[src/rtl/flag_branch_unit_pkg.sv]
// Shared definitions for the flag register and branch-condition logic.
package flag_pkg;

    localparam int unsigned FLAG_W = 3;

    // Bit positions inside the packed {Z,N,V} flag vector
    localparam int unsigned FLAG_Z = 2;
    localparam int unsigned FLAG_N = 1;
    localparam int unsigned FLAG_V = 0;

    typedef logic [FLAG_W-1:0] flag_t;

    localparam int unsigned COND_W = 3;

    localparam logic [COND_W-1:0] COND_NEQ    = 3'b000;
    localparam logic [COND_W-1:0] COND_EQ     = 3'b001;
    localparam logic [COND_W-1:0] COND_GT     = 3'b010;
    localparam logic [COND_W-1:0] COND_LT     = 3'b011;
    localparam logic [COND_W-1:0] COND_GTE    = 3'b100;
    localparam logic [COND_W-1:0] COND_LTE    = 3'b101;
    localparam logic [COND_W-1:0] COND_OVFL   = 3'b110;
    localparam logic [COND_W-1:0] COND_UNCOND = 3'b111;

endpackage

[src/rtl/flag_branch_unit_cond_eval.sv]
// Combinational condition-code evaluator over a {Z,N,V} flag vector.
module cond_eval
    import flag_pkg::*;
(
    input  flag_t             flags,
    input  logic [COND_W-1:0] cond,
    output logic              taken_c
);

    logic w_z;
    logic w_n;
    logic w_v;

    assign w_z = flags[FLAG_Z];
    assign w_n = flags[FLAG_N];
    assign w_v = flags[FLAG_V];

    always_comb begin
        taken_c = 1'b0;
        case (cond)
            COND_NEQ:    taken_c = ~w_z;
            COND_EQ:     taken_c = w_z;
            COND_GT:     taken_c = ~w_z & ~w_n;
            COND_LT:     taken_c = w_n;
            COND_GTE:    taken_c = w_z | ~w_n;
            COND_LTE:    taken_c = w_z | w_n;
            COND_OVFL:   taken_c = w_v;
            COND_UNCOND: taken_c = 1'b1;
            default:     taken_c = 1'b0;
        endcase
    end

endmodule

[src/rtl/flag_branch_unit.sv]
// Architectural Z/N/V flag register with same-cycle forwarding into branch resolution.
module flag_branch_unit
    import flag_pkg::*;
#(
    parameter int unsigned PC_W  = 16,
    parameter int unsigned OFF_W = 9
) (
    input  logic              clk,
    input  logic              rst,
    input  logic              ex_valid,
    input  logic              ex_zr,
    input  logic              ex_neg,
    input  logic              ex_ov,
    input  logic              ex_set_z,
    input  logic              ex_set_n,
    input  logic              ex_set_v,
    input  logic              br_valid,
    input  logic [COND_W-1:0] br_cond,
    input  logic [PC_W-1:0]   br_pc_plus1,
    input  logic [OFF_W-1:0]  br_offset,
    input  logic              stall,
    input  logic              flush,
    output flag_t             flags_q,
    output logic              br_resolved,
    output logic              br_taken,
    output logic [PC_W-1:0]   br_target,
    output logic [PC_W-1:0]   taken_cnt
);

    flag_t             r_flags;
    logic              r_resolved;
    logic              r_taken;
    logic [PC_W-1:0]   r_target;
    logic [PC_W-1:0]   r_taken_cnt;

    flag_t             w_flags_next;
    logic              w_cond_taken;
    logic [PC_W-1:0]   w_offset_sext;
    logic [PC_W-1:0]   w_target;
    logic              w_cnt_sat;

    // Forwarded flags: what the register will hold after this edge
    always_comb begin
        w_flags_next         = r_flags;
        if (ex_valid && ex_set_z) w_flags_next[FLAG_Z] = ex_zr;
        if (ex_valid && ex_set_n) w_flags_next[FLAG_N] = ex_neg;
        if (ex_valid && ex_set_v) w_flags_next[FLAG_V] = ex_ov;
    end

    cond_eval u_cond_eval (
        .flags   (w_flags_next),
        .cond    (br_cond),
        .taken_c (w_cond_taken)
    );

    // Target wraps modulo 2^PC_W; no saturation here
    assign w_offset_sext = {{(PC_W-OFF_W){br_offset[OFF_W-1]}}, br_offset};
    assign w_target      = br_pc_plus1 + w_offset_sext;
    assign w_cnt_sat     = (r_taken_cnt == {PC_W{1'b1}});

    always_ff @(posedge clk) begin
        if (rst) begin
            r_flags     <= '0;
            r_resolved  <= 1'b0;
            r_taken     <= 1'b0;
            r_target    <= '0;
            r_taken_cnt <= '0;
        end else if (flush) begin
            r_resolved  <= 1'b0;
            r_taken     <= 1'b0;
            r_target    <= '0;
        end else if (stall) begin
            // Drop the pulse so a held branch is not reported twice
            r_resolved  <= 1'b0;
        end else begin
            r_flags     <= w_flags_next;
            r_resolved  <= br_valid;
            r_taken     <= br_valid & w_cond_taken;
            if (br_valid) begin
                r_target <= w_target;
            end
            if (br_valid && w_cond_taken && !w_cnt_sat) begin
                r_taken_cnt <= r_taken_cnt + PC_W'(1);
            end
        end
    end

    assign flags_q     = r_flags;
    assign br_resolved = r_resolved;
    assign br_taken    = r_taken;
    assign br_target   = r_target;
    assign taken_cnt   = r_taken_cnt;

endmodule

[config.mk]
export PLATFORM = sky130hd
export DESIGN_NAME = flag_branch_unit
export DESIGN_NICKNAME = d
export VERILOG_FILES = /design/src/rtl/flag_branch_unit_pkg.sv /design/src/rtl/flag_branch_unit_cond_eval.sv /design/src/rtl/flag_branch_unit.sv
export SDC_FILE = /design/constraint.sdc
export NUM_CORES = 1
export LEC_CHECK = 0
export BUFFER_PORTS_ARGS = -buffer_cell sky130_fd_sc_hd__buf_2
export CORE_MARGIN = 4
export CORE_UTILIZATION = 35
export DETAILED_ROUTE_END_ITERATION = 8
export SLEW_MARGIN = 10
export SYNTH_ARGS = -nofsm -noshare
export SYNTH_HDL_FRONTEND = slang
export SYNTH_SLANG_ARGS = --single-unit
[constraint.sdc]
create_clock -name clk -period 2.8 [get_ports clk]
set_input_delay 0.56 -clock clk [delete_from_list [all_inputs] [get_ports clk]]
set_output_delay 0.56 -clock clk [all_outputs]
set_load 0.05 [all_outputs]
==> results of run 1 <==
-- per-layer routing --
layer | track usage | vias to the layer above
li1 | - | 1260
met1 | 0.194 | 1143
met2 | 0.256 | 65
met3 | 0.0394 | 8
met4 | 0.0396 | 0
met5 | 0 | -
-- cell type report --
type / instances / area, sq um
Inverter: 9 / 33.8
Clock inverter: 1 / 5.00
Tap cell: 96 / 120
Multi-Input combinational cell: 240 / 1660
Sequential cell: 37 / 741
Clock buffer: 7 / 96.3
Timing Repair Buffer: 79 / 403
Fill cell: 740 / 3780
-- registers in the layout, indices dropped and copies added (netlist names) --
signal       count
br_target       16
taken_cnt       16
flags_q          3
br_resolved      1
br_taken         1
-- worst max-delay path: cells and delay by family --
kind / cells / cell delay [ns]
mux: 1 / 0.29
buf+inv: 1 / 0.10
fa+ha+maj: 2 / 0.66
simple gates: 1 / 0.14
compound gates: 4 / 0.91
-- synth_stat cells (2+ instances only) --
cell	number	area, sq um
a211oi_1	9	67.6
a211oi_4	2	40.0
a21bo_2	2	20.0
a21o_1	11	82.6
a21oi_1	26	130
a311oi_1	2	17.5
and3_1	3	18.8
and4_4	2	22.5
clkbuf_1	7	26.3
dfxtp_1	37	741
ha_1	16	200
inv_1	9	33.8
mux2_2	3	33.8
nand2_1	33	124
nand2b_1	3	18.8
nand3_1	14	70.1
nand4_1	6	37.5
nor2_1	25	93.8
nor2b_1	3	18.8
nor3_1	2	10.0
nor3b_1	4	30.0
nor4_1	2	12.5
o211ai_1	3	22.5
o21ai_0	14	70.1
o21bai_1	4	30.0
o31ai_1	3	22.5
o41ai_1	2	17.5
or2_2	2	12.5
or3_1	4	25.0
or3b_1	2	17.5
xnor2_1	9	78.8
-- path summary, 6_finish.rpt --
| check | from | endpoint | slack [ns] |
|---|---|---|---|
| setup / recovery | br_pc_plus1[0] | br_target[14] | 0.36 |
| hold / removal | br_target[0] | br_target[0] | 0.46 |
| setup reg to reg | taken_cnt[0] | taken_cnt[12] | 0.60 |
| hold reg to reg | br_target[0] | br_target[0] | 0.46 |
-- where the power goes --
group	switching (W)	leakage, nW	internal, W
registers	0.00000680	0.299	0.000537
logic	0.000198	0.960	0.000122
clock network	0.000193	0.0542	0.000223
-- through the flow --
step           power (W)   util  instances
2_1_floorplan   0.000788      -        296
3_3_place_gp    0.000875  0.432        461
3_5_place_dp    0.000875  0.432        461
4_1_cts          0.00131  0.447        469
5_1_grt          0.00136  0.447        469
6_report         0.00128  0.447        469
-- logic make-up (layout without fill, tap and decap cells) --
group                    count (synthesis)  after routing  synth area share
XOR/XNOR                                10             10            0.0353
buffers and inverters                   19             96            0.0333
flip-flops                              37             37             0.299
adder cells (fa/ha/maj)                 17             17            0.0888
multiplexers                             4              4            0.0177
AO/OA/AOI/OAI                           98             98             0.298
AND/OR/NAND/NOR                        111            111             0.228
-- cell usage in the layout (no fill, tap or decap), types with 6 or more instances in the layout --
| cell type | Yosys | routed |
|---|---|---|
| nand3_1 | 14 | 14 |
| clkbuf_8 | 0 | 7 |
| o21ai_0 | 14 | 14 |
| nor2_1 | 25 | 25 |
| buf_2 | 0 | 76 |
| a21o_1 | 11 | 11 |
| a21oi_1 | 26 | 26 |
| nand2_1 | 33 | 33 |
| ha_1 | 16 | 16 |
| inv_1 | 9 | 9 |
| xnor2_1 | 9 | 9 |
| dfxtp_1 | 37 | 37 |
| nand4_1 | 6 | 6 |
| a211oi_1 | 9 | 9 |
==> results.md, run 1 <==
* Status: complete, no violations
* Postcts setup bufs at 0
* YS warnings at 0
* Total die area at 8490 sq um
* TritonCTS clock tree: done
* CP max FO at 3
* IO Port Bufs at 76
* GRT Overall Usage at 0.152
* Startpoint Class: input port
* Vias per cell at 5.28
* Metal2 WL at 3.01 mm
* Cell Chain, Critical Path: buf_2 -> ha_1 -> fa_1 -> a211oi_1 -> nor4_1 -> a211oi_1 -> o31ai_1 -> mux2_2 -> o22ai_1
* Max cap viols at 0
* Library cells used by synthesis at 63
* Reg clk slew, reported paths at 0.08 ns
* Dpl ws at 0.0900 ns
* I/O pin count at 77
* Hold slack at 0.458 ns
* Post_cts resized at 0
* Number of synthesized register bits at 37
* Max Root-Sink Buffers at 2
* Synth async-reset ratio at 0
* Pin count of the biggest net entering global routing at 26
* Final estimated routing congestion in global placement at 0.798
* WS Path Type: in2reg
* Wire length of the first global-routing pass at 10.7 mm
* DR pass1 iterations at 4
* Fin worst setup slack at 0.359 ns
* Period Utilization, post-route at 0.872
* Tmin final at 2.44 ns
* Crit end category: register
* Cts bufs inserted at 5
* Met3 wire len at 339 microns
* Hold depth at 2
* Final instance area at 3050 sq um
* Worst-Skew Late Latency at 0.28 ns
* Ys flop type: dfxtp_1
* CP Data Required Time at 3.01 ns
* DR vias at 2476
* Clock sink count at 37
* DRC Markers at 0
* Setup violators final at 0
* Leak Pwr at 1.31 nW
* Post-DP HPWL at 4.90 mm
* WL met1 at 2.89 mm
* Worst-margin pin slew at 0.651 ns
* Die width at 92.2 microns
* Pins Over Slew Limit at 0
* Rel. slew slack at 0.564
* Layout cell share with drive strength beyond 1 at 0.284
* Mapped Area at 2480 sq um
* RSZ-0062 raised after global routing: no
* Die H at 92.2 microns
* Core area at 6830 sq um
* Post-synth EDFFs at 0
* Worst IR drop on VDD at 171 uV
* # diodes at 0
* Worst r2r path cells at 7
* Net Count, Synth at 353
* GRT overflow at 0
* Hold Buf Count CTS at 0
* Syn Area/Cell at 8.37 sq um
* Area delta synth->final at 23.2%
* Initial DRC Count at 88
* DR WL/cell at 13.5 microns
* CP max stage delay at 0.43 ns
* Peak Freq at 0.410 GHz
* Cell area power density at 419 nW/um^2
* Crit path DAT at 2.65 ns
* CP dominant cell by count: a211oi_1
* Setup Skew at 0.00748 ns
* Initial antenna violation count at 0
* Synthesized instance count at 296
* Final count of hold timing violations at 0
* Number of global-route vias before repair at 2277
* H-tree lvl count at 2
* Top routing layer used: met4
* # rows at 30
* Worst Hold Class: reg2reg
* Final-stage net count at 429
* Area after DPL at 2950 sq um
* TNS Setup at 0 ns
* Final WL at 6.31 mm
* Initial Util at 0.363
* Post-route ant nets at 0
* Worst path slowest cell: fa_1
* Clock Tree Root: clkbuf_8
* Sequential area share after synthesis at 0.299
Power figures use the tool's default switching activity.
==> run 2, diff against run 1 <==
--- a/config.mk
+++ b/config.mk
@@ -5,10 +5,11 @@
 export SDC_FILE = /design/constraint.sdc
 export NUM_CORES = 1
 export LEC_CHECK = 0
-export BUFFER_PORTS_ARGS = -buffer_cell sky130_fd_sc_hd__buf_2
+export BUFFER_PORTS_ARGS = -buffer_cell sky130_fd_sc_hd__buf_4
 export CORE_MARGIN = 4
 export CORE_UTILIZATION = 35
 export DETAILED_ROUTE_END_ITERATION = 8
+export PLACE_DENSITY_LB_ADDON = 0.2
 export SLEW_MARGIN = 10
 export SYNTH_ARGS = -nofsm -noshare
 export SYNTH_HDL_FRONTEND = slang
==> run 2 against run 1 <==
  * Hold slack better by 0.0031 ns
  * Cell area rose by 5.3%
  * Routed wire length up 2.1%
  * Cell count down 0.43%
  * Die area did not move
  * Critical path type unchanged
==> results.md, run 2 (same netlist as run 1, synthesis figures left out) <==
* TritonCTS clock tree: done
* Final Power at 0.00124 W
* Number of global-route vias before repair at 2208
* Peak Freq at 0.415 GHz
* # rows at 30
* Setup violators final at 0
* GRT Overall Usage at 0.152
* Core area at 6830 sq um
* Placed cell count at 461
* Pin count of the biggest net entering global routing at 26
* Cell Chain, Critical Path: buf_4 -> ha_1 -> fa_1 -> a211oi_1 -> nor4_1 -> a211o_1 -> a21oi_1 -> nor3_1 -> a221o_1
* Clock Tree Root: clkbuf_8
* Vias per cell at 5.27
* Max Root-Sink Buffers at 2
* Post-DP HPWL at 5.02 mm
* H-tree lvl count at 2
* Total die area at 8490 sq um
* DRC Markers at 0
* Final count of hold timing violations at 0
* Area delta synth->final at 29.8%
* IO Port Bufs at 76
* Post-Layout Cell Count at 467
* CP max FO at 3
* Die H at 92.2 microns
* WS Path Type: in2reg
* Hold slack at 0.461 ns
* TNS Setup at 0 ns
* Worst path slowest cell: fa_1
* DR vias at 2459
* Cell area power density at 386 nW/um^2
* Max cap viols at 0
* Initial DRC Count at 75
* Period Utilization, post-route at 0.860
* Startpoint Class: input port
* Postcts setup bufs at 0
* Rel. slew slack at 0.560
* DR WL/cell at 13.8 microns
* Final estimated routing congestion in global placement at 0.799
* # diodes at 0
* Crit path DAT at 2.58 ns
* Status: complete, no violations
* RSZ-0062 raised after global routing: no
* Initial Util at 0.363
* Layout cell share with drive strength beyond 1 at 0.280
* GRT overflow at 0
* Initial antenna violation count at 0
* Most frequent cells in the layout: buf_4, dfxtp_1, nand2_1
* Worst-Skew Late Latency at 0.29 ns
* Worst IR drop on VDD at 171 uV
* Most common cell after layout, fill and taps aside: buf_4
* Die width at 92.2 microns
* Worst-margin pin slew at 0.657 ns
* Worst Hold Class: reg2reg
* Final WL at 6.45 mm
* Tmin final at 2.41 ns
* Final design utilization at 0.471
* Worst Path Buf+Inv at 1
* CP max stage delay at 0.39 ns
* I/O pin count at 77
* Cts bufs inserted at 5
* Clock sink count at 37
* Pins Over Slew Limit at 0
* Setup Skew at 0.00671 ns
* Post_cts resized at 0
* Hold Buf Count CTS at 0
* Crit path max-delay family: compound AO/OA/AOI/OAI gates
* Final-stage net count at 429
* CP Data Required Time at 2.97 ns
* DR pass1 iterations at 4
* Post-route ant nets at 0
* Wire length of the first global-routing pass at 10.7 mm
* Crit end category: register
* Reg clk slew, reported paths at 0.08 ns
* Leak Pwr at 1.33 nW
-- run 2: cell count changes in the layout (fill, tap and decap cells not counted) --
cell,before,now
buf_2,76,0
clkbuf_8,7,5
buf_4,3,79
-- run 2: routing by layer --
layer	vias to the layer above	share of wire	wire length, microns	global-route usage
li1	1259	-	-	-
met1	1129	0.47	3040	0.206
met2	66	0.46	2990	0.243
met4	0	0.0079	51	0.0371
met3	5	0.057	366	0.0386
met5	-	0	0	0
-- run 2: final timing paths --
kind | start | endpoint | slack, ns | depth (start not counted)
max | br_pc_plus1[0] | br_target[10] | 0.39 | 9
min | br_target[5] | br_target[5] | 0.46 | 2
max reg2reg | taken_cnt[0] | taken_cnt[13] | 0.49 | 7
min reg2reg | br_target[5] | br_target[5] | 0.46 | 2
-- run 2: tightest hold or removal path, cell delays in order, from the launching register on --
cell     delay [ns]
dfxtp_1        0.32
nand2_1        0.05
a21oi_1        0.05
-- run 2: cell type report --
type                    instances  area, sq um
clock buffers                   5         68.8
clock inverters                 1         5.00
fillers                       699         3610
inverters                       9         33.8
multi-input cells             240         1660
flip-flops and latches         37          741
well taps                      96          120
repair buffers                 79          593
-- run 2: power breakdown --
group / switching (W) / internal [W] / leakage [nW]
combinational: 0.000201 / 0.000145 / 0.991
clock: 0.000186 / 0.000164 / 0.0399
sequential: 0.00000765 / 0.000538 / 0.299
total: 0.000394 / 0.000847 / 1.33
-- run 2: through the flow --
stage                     instance area [sq um]  worst slack (ns)
after CTS                                  3220             0.403
after detailed placement                   3140             0.107
final                                      3220             0.393
after global placement                     3140             0.113
after floorplan                            2480             0.338
after global routing                       3220             0.265
